==> config.mk <==
export PLATFORM = sky130hd
export DESIGN_NAME = blink_shuffle_iter
export DESIGN_NICKNAME = d
export VERILOG_FILES = /design/src/rtl/blink_shuffle_iter.sv
export SDC_FILE = /design/constraint.sdc
export NUM_CORES = 1
export LEC_CHECK = 0
export BUFFER_PORTS_ARGS = -buffer_cell sky130_fd_sc_hd__buf_4
export CAP_MARGIN = 15
export CELL_PAD_IN_SITES_DETAIL_PLACEMENT = 0
export CELL_PAD_IN_SITES_GLOBAL_PLACEMENT = 1
export CORE_MARGIN = 5
export CORE_UTILIZATION = 38
export DETAILED_ROUTE_END_ITERATION = 7
export HOLD_SLACK_MARGIN = 0.12
export PLACE_DENSITY = 0.91
export SYNTH_ARGS = -nofsm -noshare
export SYNTH_HDL_FRONTEND = slang
export SYNTH_SLANG_ARGS = --single-unit
==> constraint.sdc <==
create_clock -name clk -period 5 [get_ports clk]
set_input_delay 1 -clock clk [delete_from_list [all_inputs] [get_ports clk]]
set_output_delay 1 -clock clk [all_outputs]
set_load 0.01 [all_outputs]
==> src/rtl/blink_shuffle_iter.sv <==
// Iterative Blink ShuffleCells engine: applies the forward or inverse 32-cell
// permutation a programmable number of times, one application per clock.
module blink_shuffle_iter #(
    parameter int N     = 128,
    parameter int CNT_W = 5
) (
    input  logic             clk,
    input  logic             rst,
    input  logic             in_valid,
    output logic             in_ready,
    input  logic [N-1:0]     in_data,
    input  logic             in_inv,
    input  logic [CNT_W-1:0] in_count,
    output logic             out_valid,
    input  logic             out_ready,
    output logic [N-1:0]     out_data,
    output logic             busy,
    output logic [1:0]       dbg_state
);

    // Handshake: a transfer happens on a rising edge where valid && ready; the
    // producer holds valid and data stable until that edge.

    typedef enum logic [1:0] {
        S_IDLE = 2'd0,
        S_RUN  = 2'd1,
        S_DONE = 2'd2
    } state_t;

    // Entry i (bits [5i+4:5i]) is P[i]; new cell i = old cell P[i] going forward.
    localparam logic [159:0] P_TABLE = {
        5'h1a, 5'h1d, 5'h0f, 5'h07, 5'h1f, 5'h18, 5'h17, 5'h00,
        5'h14, 5'h13, 5'h06, 5'h1e, 5'h03, 5'h12, 5'h19, 5'h02,
        5'h0d, 5'h08, 5'h1b, 5'h0b, 5'h16, 5'h15, 5'h0e, 5'h1c,
        5'h10, 5'h0a, 5'h09, 5'h11, 5'h01, 5'h04, 5'h0c, 5'h05
    };

    state_t             r_fsm;
    logic [N-1:0]       r_state;
    logic               r_dir;
    logic [CNT_W-1:0]   r_remaining;
    logic [N-1:0]       w_fwd;
    logic [N-1:0]       w_inv;

    for (genvar i = 0; i < 32; i++) begin : g_perm
        localparam int PI = int'(P_TABLE[5*i +: 5]);
        assign w_fwd[4*i +: 4]  = r_state[4*PI +: 4];
        assign w_inv[4*PI +: 4] = r_state[4*i +: 4];
    end

    // RUN spends one extra cycle with remaining == 0 moving into DONE, so the
    // result appears count+1 edges after acceptance for every count.
    always_ff @(posedge clk) begin
        if (rst) begin
            r_fsm       <= S_IDLE;
            r_state     <= '0;
            r_dir       <= 1'b0;
            r_remaining <= '0;
        end else begin
            case (r_fsm)
                S_IDLE: begin
                    if (in_valid) begin
                        r_state     <= in_data;
                        r_dir       <= in_inv;
                        r_remaining <= in_count;
                        r_fsm       <= S_RUN;
                    end
                end
                S_RUN: begin
                    if (r_remaining != '0) begin
                        r_state     <= r_dir ? w_inv : w_fwd;
                        r_remaining <= r_remaining - 1'b1;
                    end else begin
                        r_fsm <= S_DONE;
                    end
                end
                S_DONE: begin
                    if (out_ready) begin
                        r_fsm <= S_IDLE;
                    end
                end
                default: r_fsm <= S_IDLE;
            endcase
        end
    end

    assign in_ready  = (r_fsm == S_IDLE);
    assign out_valid = (r_fsm == S_DONE);
    assign busy      = (r_fsm != S_IDLE);
    assign out_data  = r_state;
    assign dbg_state = r_fsm;

endmodule
==> results.txt <==
Post-Place Cells - 1,346
post-synth cell types - 31
clock buffer depth - 2
Critical Path AT - 1470 ps
Synth area leader - dfxtp_1
most frequent cells after synthesis - nand2_1 (251), dfxtp_1 (136), mux2i_1 (129), a21oi_1 (128), o211ai_1 (124)
Post-Syn Instances - 896
H-tree depth - 4
drt first-iter violations - 449
Clk network pwr share - 31.0%
post-synthesis xor/xnor area fraction - 0%
Min Hold Slack - 484.0 ps
I/O pin total - 271
Avg Synthesized Cell Area - 8.148 um^2
Adder-Cell Fraction of Synth Area - 0.1714%
Post-CTS Resized - 0
vias - 7,353
critical path type - reg2out
largest net degree at the start of global routing - 251
Final setup viols - 0
setup ws final - 2531 ps
IO Port Bufs - 270
fmax - 0.4051 GHz
Comb power frac - 31.5%
Design Power - 3.965 mW
PD cells - 402.2 nW/um^2
post-synthesis mux area share - 17.84%
area share of the largest cell type after synthesis - 37.29%
CTS clk-pin slew, worst paths - 60 ps
Routed Antenna Nets - 0
endpoint class of the critical path - output pin
CTS sink cnt - 136
vias in the first global route - 7,164
die width - 148.6 um
layout cell share with drive strength beyond 1 - 28.09%
Sum Neg Setup Slack - 0 ps
slew of the pin with the lowest slew margin - 1137 ps
most instantiated library cell after synthesis - nand2_1
routed len/inst - 18.70 um
crit path launch type - flip-flop
Worst Hold Class - reg2reg
initial antenna violation count - 0
Leak - 3.814 nW
Seq/Total Area, Yosys - 37.29%
status - complete, no violations
WP data required - 4000 ps
Pint - 2.591 mW
Setup WS pre-CTS - 2244 ps
GRT overflow - 0
Die Area - 22,080 um^2
global-route wire length before repair - 40,310 um
DP Wirelength - 17,360 um
NetSw - 1.374 mW
Tot GR Track Use - 22.94%
Fillers - 1,824
worst skew pair latency - 430 ps
Final nets - 1,244
Slew Viols, Final - 0
Relative slew margins - 24.17%
compound-cell area share of the yosys netlist - 22.84%
Yosys warning count - 0
Simple-Gate Fraction of Synth Area - 14.77%
register share of total power - 37.5%
clock skew - 13.63 ps
Clock Tree Root - clkbuf_16
minimum clock period - 2469 ps
mean number of vias per cell - 5.336
flops & latches, synth - 136
Non-Filler Instances - 1,378
final core utilization - 52.36%
Hold-fix buffers, CTS - 0
CP Max Fanout - 9
Post-synth EDFFs - 0
clock buffer count from CTS - 17
Worst VDD drop - 0.2558 mV
die extent in y - 148.6 um
Fin. Hold Viols - 0
asr flop ratio synth - 0%
CTS tree - done
Layout area overhead - 35.05%
ant diodes - 0
main combinational cell family by area after synthesis - compound AO/OA/AOI/OAI gates
Post-CTS Setup Inserts - 0
synth top area cells - dfxtp_1 (37%), mux2i_1 (18%), nand2_1 (13%), o211ai_1 (13%), a21oi_1 (8.8%)
Initial Utilization - 38.77%
FP Rows - 50
switching part of the total power - 34.64%
final wirelength - 25,760 um
dpl cell area - 9291 um^2
Main synth FF type - dfxtp_1
DRC - 0
Final Cell Area - 9859 um^2
routability congestion estimate - 0.8198
unrepaired setup endpoints after global routing - false
Synth Net Count - 1,035
final period utilization - 49.37%
max_cap viols - 0
core area - 18,830 um^2
synthesized cell area - 7301 um^2
DR pass1 iterations - 5
-- critical path, cell delays in order, from the launching register on --
cell	delay [ps]
dfxtp_1	430
or2_2	360
inv_1	120
buf_4	140
-- cell families (layout without fill, tap and decap cells) --
| group | Yosys count | after routing |
|---|---|---|
| muxes | 130 | 130 |
| AOI/OAI and AO/OA | 264 | 264 |
| DFF | 136 | 136 |
| and+or+nand+nor | 272 | 272 |
| adders and majority gates | 1 | 1 |
| buffers and inverters | 93 | 315 |
-- placed cells by master (no fill, tap or decap), drive strengths merged, types with 2 or more instances in the layout --
cell,instances
a211oi,2
a21oi,128
a2bb2oi,2
buf,277
bufinv,2
clkbuf,23
clkinv,5
clkinvlp,2
dfxtp,136
inv,6
mux2i,129
nand2,251
nor2,11
nor2b,3
nor3b,2
o211ai,124
o21ai,3
-- layer usage --
metal	up-vias	routed length [um]	global-route usage (%)	part of all wire, %
met2	266	12370	37.17	48
met4	0	580	7.483	2.3
met1	3442	10930	29.46	42
li1	3613	-	-	-
met5	-	0	0	0
met3	32	1883	6.612	7.3
-- path summary, 6_finish.rpt --
path / start / endpoint / slack (ps) / cells past startpoint
worst max-delay path: dbg_state[1]$_SDFFE_PP0P_ / in_ready / 2530 / 3
worst min-delay path: out_data[43]$_SDFFE_PP0P_ / out_data[43]$_SDFFE_PP0P_ / 480 / 2
worst max register to register: dbg_state[0]$_SDFFE_PP0P_ / out_data[88]$_SDFFE_PP0P_ / 2720 / 5
worst min register to register: out_data[43]$_SDFFE_PP0P_ / out_data[43]$_SDFFE_PP0P_ / 480 / 2
-- power by group through the flow --
stage | sequential [mW] | combinational (mW) | clock [mW]
after global placement | 1.51 | 1.24 | 0
after detailed placement | 1.51 | 1.25 | 0
after floorplan | 1.48 | 0.758 | 0
after CTS | 1.49 | 1.26 | 1.26
final | 1.49 | 1.25 | 1.23
after global routing | 1.51 | 1.38 | 1.32
-- state kept, by name, indices dropped and copies added, names as in the netlist --
register,cells
r_dir,1
dbg_state,2
out_data,128
r_remaining,5
-- area by class of cell --
class	count	area, um^2	area share [%]
Inverter	6	22.52	0.2284
Tap cell	260	325.3	3.299
Clock buffer	23	467.9	4.746
Timing Repair Buffer	277	2130	21.60
Clock inverter	9	100.1	1.015
Sequential cell	136	2726	27.65
Multi-Input combinational cell	667	4088	41.46
Note: power is estimated with default switching activity, not from simulation.
